$ cat src/rtl/cache_controller.sv
// cache_controller: ACE-style line-state controller for a single cache line request.
// Ports:
//   clk, reset (async, active-high)
//   cache_hit, cache_miss, line_state[2:0], cpu_request[1:0], ace_ready  -- inputs
//   read_req, write_req, invalid_req                                      -- bus requests
//   write_from_cpu, write_from_interconnect, cache_complete, cache_ready  -- status
//   new_state[2:0]                                                        -- committed line state
// Optional: define CACHE_CONTROLLER_ACE_TIMEOUT_EN to abandon a bus request after 255 cycles.
module cache_controller (
    input  logic       clk,
    input  logic       reset,
    input  logic       cache_hit,
    input  logic       cache_miss,
    input  logic [2:0] line_state,
    input  logic [1:0] cpu_request,
    input  logic       ace_ready,
    output logic       read_req,
    output logic       write_req,
    output logic       invalid_req,
    output logic       write_from_cpu,
    output logic       write_from_interconnect,
    output logic       cache_complete,
    output logic       cache_ready,
    output logic [2:0] new_state
);
    localparam logic [1:0] S_IDLE = 2'd0, S_BUS = 2'd1, S_FILL = 2'd2, S_UPD = 2'd3;
    localparam logic [1:0] K_NONE = 2'd0, K_READ = 2'd1, K_WRITE = 2'd2, K_INV = 2'd3;
    logic [1:0] r_state, r_kind;
    logic [2:0] r_target, r_new_state;
    logic       r_wcpu;
    logic [2:0] w_ls, w_target;
    logic [1:0] w_kind;
    logic       w_hit, w_go;
    // Encodings 101-111 collapse to I; a hit on an invalid line is really a miss.
    assign w_ls   = line_state[2] ? 3'b100 : line_state;
    assign w_hit  = cache_hit & ~cache_miss & ~line_state[2];
    assign w_go   = (cache_hit | cache_miss) & (cpu_request != 2'b11);
    // Shared lines (SC/SD) have w_ls[1] set and need an upgrade before a write.
    assign w_kind = cpu_request == 2'b10 ? K_NONE :
                    cpu_request == 2'b00 ? (w_hit ? K_NONE : K_READ) :
                    !w_hit ? K_WRITE : (w_ls[1] ? K_INV : K_NONE);
    assign w_target = cpu_request == 2'b10 ? 3'b100 :
                      cpu_request == 2'b00 ? (w_hit ? w_ls : 3'b001) : 3'b000;
`ifdef CACHE_CONTROLLER_ACE_TIMEOUT_EN
    logic [7:0] r_cnt;
    logic [2:0] r_ls;
    always_ff @(posedge clk or posedge reset) begin
        if (reset) begin
            r_cnt <= 8'd0;
            r_ls  <= 3'b100;
        end else begin
            r_cnt <= r_state == S_BUS ? r_cnt + 8'd1 : 8'd0;
            r_ls  <= (r_state == S_IDLE && w_go) ? w_ls : r_ls;
        end
    end
`endif
    always_ff @(posedge clk or posedge reset) begin
        if (reset) begin
            r_state     <= S_IDLE;
            r_kind      <= K_NONE;
            r_target    <= 3'b100;
            r_wcpu      <= 1'b0;
            r_new_state <= 3'b100;
        end else begin
            case (r_state)
                S_IDLE: if (w_go) begin
                    r_kind   <= w_kind;
                    r_target <= w_target;
                    r_wcpu   <= cpu_request == 2'b01;
                    r_state  <= w_kind == K_NONE ? S_UPD : S_BUS;
                    if (w_kind == K_NONE) r_new_state <= w_target;
                end
                S_BUS: if (ace_ready) begin
                    r_state <= r_kind == K_INV ? S_UPD : S_FILL;
                    if (r_kind == K_INV) r_new_state <= r_target;
                end
`ifdef CACHE_CONTROLLER_ACE_TIMEOUT_EN
                // 255th cycle without ace_ready: give up and restore the captured state.
                else if (r_cnt == 8'd254) begin
                    r_state     <= S_UPD;
                    r_wcpu      <= 1'b0;
                    r_new_state <= r_ls;
                end
`endif
                S_FILL: begin
                    r_state     <= S_UPD;
                    r_new_state <= r_target;
                end
                S_UPD: r_state <= S_IDLE;
            endcase
        end
    end
    assign read_req                = r_state == S_BUS && r_kind == K_READ;
    assign write_req               = r_state == S_BUS && r_kind == K_WRITE;
    assign invalid_req             = r_state == S_BUS && r_kind == K_INV;
    assign write_from_interconnect = r_state == S_FILL;
    assign write_from_cpu          = r_state == S_UPD && r_wcpu;
    assign cache_complete          = r_state == S_UPD;
    assign cache_ready             = r_state == S_IDLE;
    assign new_state               = r_new_state;
endmodule

$ cat config.mk
export PLATFORM = sky130hd
export DESIGN_NAME = cache_controller
export DESIGN_NICKNAME = d
export VERILOG_FILES = /design/src/rtl/cache_controller.sv
export SDC_FILE = /design/constraint.sdc
export NUM_CORES = 1
export LEC_CHECK = 0
export ABC_CLOCK_PERIOD_IN_PS = 5050
export BUFFER_PORTS_ARGS = -buffer_cell sky130_fd_sc_hd__clkbuf_2
export CAP_MARGIN = 20
export CORE_UTILIZATION = 28
export DETAILED_ROUTE_END_ITERATION = 8
export PLACE_DENSITY = 0.49
export SLEW_MARGIN = 0
export SYNTH_ARGS = -nofsm -noshare
export SYNTH_HDL_FRONTEND = slang
export SYNTH_SLANG_ARGS = --single-unit
$ cat constraint.sdc
create_clock -name clk -period 5.05 [get_ports clk]
set_input_delay 1.01 -clock clk [delete_from_list [all_inputs] [get_ports clk]]
set_output_delay 1.01 -clock clk [all_outputs]
set_load 0.05 [all_outputs]
* Word-level counts from Yosys, hierarchy flattened
Cells that the tools add are included.
** Word-level totals
- Register bits after elaboration :: 11
- Input port bits :: 10
- Output and inout bits :: 10
- Logic and storage cells :: 54
** Operators by class
- Eq/ne operators :: 13
- Muxes and demuxes :: 19
- Bitwise operators :: 6
- Reduce and logical (&&, ||, !) cells :: 11
** Operators by type and width (count)
- $mux W3 :: 8
- $mux W2 :: 7
- $eq A2 B2 Y1 const B :: 5
- $pmux W3 S3 :: 1
- $pmux W2 S4 :: 1
- $eq A2 B1 Y1 const B :: 3
- $logic_not A2 Y1 :: 3
- $ne A2 B2 Y1 const B :: 3
- $reduce_and A5 Y1 :: 1
- $logic_and A1 B1 Y1 :: 4
- $ne A2 B1 Y1 const B :: 2
- $reduce_and A2 Y1 :: 2
- $and A1 B1 Y1 :: 3
- $reduce_bool A3 Y1 :: 1
- $mux W1 :: 2
- $not A1 Y1 :: 2
- $or A1 B1 Y1 :: 1

* Longest topological paths before layout
Gate-level depths: netlist of run 1.
- Depth after elaboration :: 10
- Mapped depth :: 7
- Gate-level depth less buffers :: 6

* Worst setup path after synthesis of run 1
Ideal clock, no wire load.
- Path kind :: flip-flop to output port
- From :: register r_state[0]
- To :: output write_from_cpu
- Arrival time :: 1.387 ns
- Data required time :: 4.040 ns
- Setup slack :: 2.653 ns
- Stages on the path, launching flop included :: 3
- Path buffers :: 0
- Cells stage by stage :: dfrtp_1 ha_1 and2_1
** Between the ends
- Cells in the longest elaborated chain, start to end :: 2
** Ends and longest elaborated chain
- start: declaration :: line 28 : logic [1:0] r_state, r_kind;
- start signal: assignment :: line 70 : r_state <= w_kind == K_NONE ? S_UPD : S_BUS;
- start signal: assignment :: line 74 : r_state <= r_kind == K_INV ? S_UPD : S_FILL;
- $eq A2 B2 Y1
- named net cache_complete :: line 22 : output logic cache_complete,
- $logic_and A1 B1 Y1 :: line 97 : assign write_from_cpu = r_state == S_UPD && r_wcpu;
- end: declaration :: line 20 : output logic write_from_cpu,
The timed path passes the listed nets, and every way through them passes these cells.

* Worst setup path in the final report of run 1
- From :: register r_state[1]
- To :: output invalid_req
** Between the ends
- Cells in the longest elaborated chain, start to end :: 2
** Ends and longest elaborated chain
- $eq A2 B1 Y1 :: line 95 : assign invalid_req = r_state == S_BUS && r_kind == K_INV;
- $logic_and A1 B1 Y1 :: line 95
- end: declaration :: line 19 : output logic invalid_req,
Every way passes these cells.

==> flow_summary.toml, run 1 <==
[clock_network]
cts_sinks = 11
postCtsSetupBuffers = 0
cts_made_buffers = 3
cts_resized = 0
hold_buffers = 0
cts_tree = "done"
root_buffer = "clkbuf_4"
htreeDepth = 1
clock_latency_ps = 270
clk_path_buf_depth = 2
clk_pin_slew_ps = 80

[sta]
period_minus_slack_ps = 2510
tns_ps = 0
holdWs_ps = 490
final-setup-viol-count = 0
clock.fmax_mhz = 398
finalMaxSlewViolations = 0
tightest_slew_ps = 433
finalHoldViolations = 0
postLayoutSetupSlackWorst_ps = 2540
fin_crit_sh_pct = 49.7
rsz0062_at_grt = "false"
slew_headroom_pct = 71.1
fin_skew_ps = 0.977

[global_routing]
grt_max_degree = 12
grt_pass1_wl_um = 2150
antenna_found_initial = 0
grt_usage_pct = 11.6
grt_pass1_vias = 481
overflow = 0

[detailed_routing]
wl_per_cell_um = 11.0
drcViolationCount = 0
vias = 564
drt-vias-per-instance = 4.62
routed_wl_um = 1340
met2_length_um = 542
drtIter0Drc = 6
wl_met3_um = 80
dr.max_layer_used = "met4"
antenna_left = 0
wl_met1_um = 696
drt_pre_antenna_iters = 4

[power_and_ir_drop]
seq_power_share_pct = 30.5
p_int_w = 0.000255
p_leak_nw = 0.419
peakVddDrop_mv = 0.242
p_sw_w = 0.000263
p_per_area_nw_per_um2 = 644
pwr-share-clk_pct = 12.2
p_sw_share_pct = 50.8
power_frac_comb_pct = 57.4

[layout]
nets = 109
num_antenna_cells = 0
finish.utilization_pct = 36.7
area_growth_pct = 23.7
drive_gt1_share_pct = 31.9
n_fill_cell = 233

[setup_path]
reg2reg_slack_ps = 3260
ff2ff_path_depth = 6
critPathMaxFanout = 5
critPathCaptureType = "primary output"
worstPathArrival_ps = 1500
critical_path_class = "flop to primary output"
worstSetupEndpoint = "invalid_req"
critPathRequiredTime_ps = 4040
start_kind = "flop"
rr_endpoint = "new_state[1]"
reg2reg_from = "r_state[1]"
crit_start = "r_state[1]"

[synthesis]
ys_types = 27
synth.avg_cell_area_sq_um = 9.02
yosysSeqAreaShare_pct = 42.8
synth_warnings = 0
synthCells = 72
synth-seq-cells = 11
synthesis.area_sq_um = 649
syn_nets = 86

[placement]
globalplace.congestion = 0.717
pre_cts_ws_ps = 2650
numPortBuffers = 19
hpwl_um = 1110

[flow_run]
drv_cap = 0

[floorplanning]
die-height_um = 50.2
ios = 20
die_x_um = 50.2
fp.dieArea_sq_um = 2520
initial_core_util_pct = 29.6
core-area_sq_um = 2190
rows = 17

[run_status]
outcome = "completed"

[worst_hold_path]
hold_class = "flop to flop"
min-delay-start = "r_target[1]"
power by group through the flow:
stage,Sequential [W],Combinational [W],Clock [W]
finish,0.000158,0.000297,0.0000630
global route,0.000162,0.000329,0.0000674
CTS,0.000158,0.000302,0.0000640
detailed placement,0.000160,0.000300,0
global placement,0.000159,0.000300,0
floorplan,0.000179,0.000219,0
worst min-delay path by stage:
stage / end / depth (start not counted)
after floorplan: r_target[0] / 2
after global placement: r_target[1] / 2
after detailed placement: r_target[0] / 2
after CTS: r_target[0] / 2
after global routing: r_target[2] / 2
final: r_target[1] / 2
Yosys cell counts, drive strengths merged:
cell type / number / area share [%]
o21ai: 11 / 8.5
nand2: 10 / 5.8
dfrtp: 9 / 35
nor2: 8 / 4.6
inv: 6 / 3.5
ha: 4 / 7.7
mux2: 3 / 5.2
and2: 2 / 1.9
dfstp: 2 / 8.1
nand2b: 2 / 1.9
a21boi: 1 / 1.2
a21oi: 1 / 0.77
a22oi: 1 / 1.2
a32o: 1 / 1.5
and3: 1 / 0.96
and3b: 1 / 1.3
clkbuf: 1 / 0.58
mux2i: 1 / 1.5
nand3: 1 / 0.77
o211ai: 1 / 1.2
o22ai: 1 / 0.96
o2bb2ai: 1 / 1.3
or2: 1 / 0.96
or3b: 1 / 1.7
or4b: 1 / 2.1
metrics by stage:
| stage | total power (W) | std cells | area [sq um] |
|---|---|---|---|
| CTS | 0.000523 | 122 | 803 |
| global placement | 0.000459 | 118 | 776 |
| global route | 0.000558 | 122 | 803 |
| finish | 0.000518 | 122 | 803 |
| floorplan | 0.000398 | 72 | 649 |
| detailed placement | 0.000460 | 118 | 776 |
critical path, stage by stage (launching register included):
cell	delay (ps)
dfrtp_1	440
inv_1	100
ha_1	210
and3_1	200
clkbuf_2	280
final cells by class:
cell class,count,area (sq um),area share (%)
Tap cell,28,35.0,4.36
Inverter,6,22.5,2.80
Timing Repair Buffer,19,95.1,11.8
Sequential cell,11,278,34.6
Clock inverter,1,5.00,0.623
Clock buffer,3,22.5,2.80
Multi-Input combinational cell,54,345,43.0
logic make-up (layout without fill, tap and decap cells):
| family | count (synthesis) | in the layout | synth area share (%) |
|---|---|---|---|
| AO/OA/AOI/OAI | 18 | 18 | 16.6 |
| adder cells (fa/ha/maj) | 4 | 4 | 7.71 |
| buffers and inverters | 7 | 29 | 4.05 |
| flip-flops | 11 | 11 | 42.8 |
| multiplexers | 4 | 4 | 6.74 |
| AND/OR/NAND/NOR | 28 | 28 | 22.2 |
flip-flops by register name, indices dropped and copies added (netlist names):
signal / cells
new_state: 3
r_kind: 2
r_state: 2
r_target: 3
r_wcpu: 1
layout by cell type, fill, tap and decap left out, drive strengths merged, types with 2 or more instances in the layout:
| master | Yosys | routed |
|---|---|---|
| clkbuf | 1 | 22 |
| o21ai | 11 | 11 |
| nand2 | 10 | 10 |
| dfrtp | 9 | 9 |
| nor2 | 8 | 8 |
| inv | 6 | 6 |
| ha | 4 | 4 |
| mux2 | 3 | 3 |
| and2 | 2 | 2 |
| nand2b | 2 | 2 |
| dfstp | 2 | 2 |
routing by layer:
metal,track usage (%),up-vias
li1,-,291
met1,17.5,253
met2,15.1,18
met3,2.42,2
met4,5.71,0
met5,0,-
Power figures use the tool's default switching activity.
==> run 2: changes to the inputs <==
--- a/config.mk
+++ b/config.mk
@@ -5,12 +5,13 @@
 export SDC_FILE = /design/constraint.sdc
 export NUM_CORES = 1
 export LEC_CHECK = 0
-export ABC_CLOCK_PERIOD_IN_PS = 5050
+export ABC_AREA = 1
+export ABC_CLOCK_PERIOD_IN_PS = 2020
 export BUFFER_PORTS_ARGS = -buffer_cell sky130_fd_sc_hd__clkbuf_2
 export CAP_MARGIN = 20
 export CORE_UTILIZATION = 28
 export DETAILED_ROUTE_END_ITERATION = 8
-export PLACE_DENSITY = 0.49
+export PLACE_DENSITY = 0.5
 export SLEW_MARGIN = 0
 export SYNTH_ARGS = -nofsm -noshare
 export SYNTH_HDL_FRONTEND = slang
==> constraint.sdc (replaced) <==
create_clock -name clk -period 2.02 [get_ports clk]
set_input_delay 0.404 -clock clk [delete_from_list [all_inputs] [get_ports clk]]
set_output_delay 0.404 -clock clk [all_outputs]
set_load 0.05 [all_outputs]
==> run 2 against run 1 <==
Via count increased by 12%. Sequential share of layout area shrank 2.1 points. Synthesized cell count up 31%. Routed wire length up 7.0%. Clock skew increased by 1.6 ps. Setup slack worse by 2400 ps.
==> flow_summary.toml, run 2 <==
[detailed_routing]
wl_per_cell_um = 9.86
antenna_left = 0
routed_wl_um = 1430
vias = 632
drt_pre_antenna_iters = 2
drt-vias-per-instance = 4.36
drcViolationCount = 0
drtIter0Drc = 4

[sta]
finalMaxSlewViolations = 0
clock.fmax_mhz = 544
fin_skew_ps = 2.57
final-setup-viol-count = 0
period_minus_slack_ps = 1840
rsz0062_at_grt = "false"
holdWs_ps = 98.1
tightest_slew_ps = 437
postLayoutSetupSlackWorst_ps = 181
fin_crit_sh_pct = 91.1
tns_ps = 0
slew_headroom_pct = 70.8
finalHoldViolations = 0

[global_routing]
gr-usage-met3_pct = 0.877
overflow = 0
global_route.usage.met2_pct = 19.7
grt_usage_pct = 12.6
antenna_found_initial = 0
top_usage_layer = "met2"
grt_pass1_wl_um = 2480
grt_use_met1_pct = 16.5
grt_max_degree = 12
grt_pass1_vias = 580

[synthesis]
ys.flop_type = "dfrtp_1"
yosysSeqAreaShare_pct = 39.7
synth.top_cell.area_share_pct = 32.2
synth-seq-cells = 11
synth_top_cell_by_area = "dfrtp_1"
ys_types = 18
synth_edf_count = 0
yosys-top-cells-area = "dfrtp_1 32%, nand2_1 14%, dfstp_2 7.5%"
synth_most_common_cell = "nand2_1"
async_flop_share_pct = 100
synthesis.area_sq_um = 699
syn_nets = 108
synthTopCellsByCount = "27 x nand2_1, 12 x inv_1, 9 x dfrtp_1"
synth.avg_cell_area_sq_um = 7.44
synthCells = 94
synth_warnings = 0

[power_and_ir_drop]
p_leak_nw = 0.467
power_w = 0.00128
peakVddDrop_mv = 0.567
p_per_area_nw_per_um2 = 1500

[clock_network]
clock_latency_ps = 270
clk_path_buf_depth = 2
cts_made_buffers = 3
postCtsSetupBuffers = 0
cts_tree = "done"
cts_sinks = 11
root_buffer = "clkbuf_4"
clk_pin_slew_ps = 80
cts_resized = 0
htreeDepth = 1
hold_buffers = 0

[floorplanning]
die-height_um = 52.0
rows = 17
initial_core_util_pct = 30.7
core-area_sq_um = 2280
fp.dieArea_sq_um = 2700
die_x_um = 52.0
ios = 20

[placement]
hpwl_um = 1160
numPortBuffers = 19
pre_cts_ws_ps = 477
globalplace.congestion = 0.725

[worst_hold_path]
hold_class = "input port to asynchronous set/reset pin"

[layout]
num_antenna_cells = 0
nets = 132
mostFrequentLayoutCells = "27 x nand2_1, 19 x clkbuf_2, 12 x inv_1"
drive_gt1_share_pct = 30.8
final_common_cell = "nand2_1"
area_growth_pct = 22.4

[setup_path]
critPathRequiredTime_ps = 1620
worst-path-buf-inv = 2
critPathMaxFanout = 5
critPathCaptureType = "primary output"
rr_endpoint = "new_state[1]"
crit_start = "r_state[1]"
critical_path.top_delay_family = "flip-flops"
reg2reg_slack_ps = 520
worstSetupPathDepth = 5
worstSetupEndpoint = "read_req"
path_cells = "inv_1, ha_1, nand2_1, nor2_1, clkbuf_2"
start_kind = "flop"
max_stage_delay_ps = 420
worstPathArrival_ps = 1440
ff2ff_path_depth = 9
slowest_stage = "dfrtp_1"
critical_path_class = "flop to primary output"
reg2reg_from = "r_state[1]"

[flow_run]
drv_cap = 0

[run_status]
outcome = "completed"
run 2: cell count changes after synthesis, moves of 4 or more:
cell	before	now
nor2_1	8	4
nand2_2	0	5
inv_1	6	12
nand3_1	1	8
nand2_1	10	27
run 2: kinds of logic after synthesis:
group / synth area share, %
and+or+nand+nor: 34.7
AOI/OAI and AO/OA: 10.9
buffers and inverters: 7.51
DFF: 39.7
adders and majority gates: 7.16
run 2: worst min path at each step:
stage / cells after the start / endpoint
detailed placement: 2 / new_state[0]
CTS: 2 / new_state[0]
global placement: 2 / new_state[1]
global route: 2 / r_target[1]
floorplan: 1 / new_state[0]
finish: 2 / r_target[1]
run 2: stage by stage:
stage / utilization, % / instances / area, sq um
3_5_place_dp: 36.4 / 141 / 830
6_report: 37.6 / 145 / 856
4_1_cts: 37.6 / 145 / 856
5_1_grt: 37.6 / 145 / 856
2_1_floorplan: - / 94 / 699
3_3_place_gp: 36.4 / 141 / 830
run 2: cell type report:
cell class / instances / area [sq um]
inverter: 14 / 52.6
sequential: 11 / 278
timing repair buffer: 19 / 95.1
clock buffer: 4 / 26.3
multi-input combinational: 69 / 369
fill: 245 / 1420
tap: 28 / 35.0
run 2: routing by layer:
| metal | share of wire (%) | wire length [um] | vias to the layer above |
|---|---|---|---|
| met4 | 0.70 | 10 | 0 |
| met3 | 2.8 | 40 | 2 |
| met2 | 49 | 705 | 11 |
| met5 | 0 | 0 | - |
| met1 | 47 | 673 | 275 |
| li1 | - | - | 344 |
run 2: power by group:
part           total [W]  switching (W)  internal [W]
clock           0.000156      0.0000795     0.0000764
sequential      0.000369      0.0000612      0.000308
combinational   0.000755       0.000544      0.000211
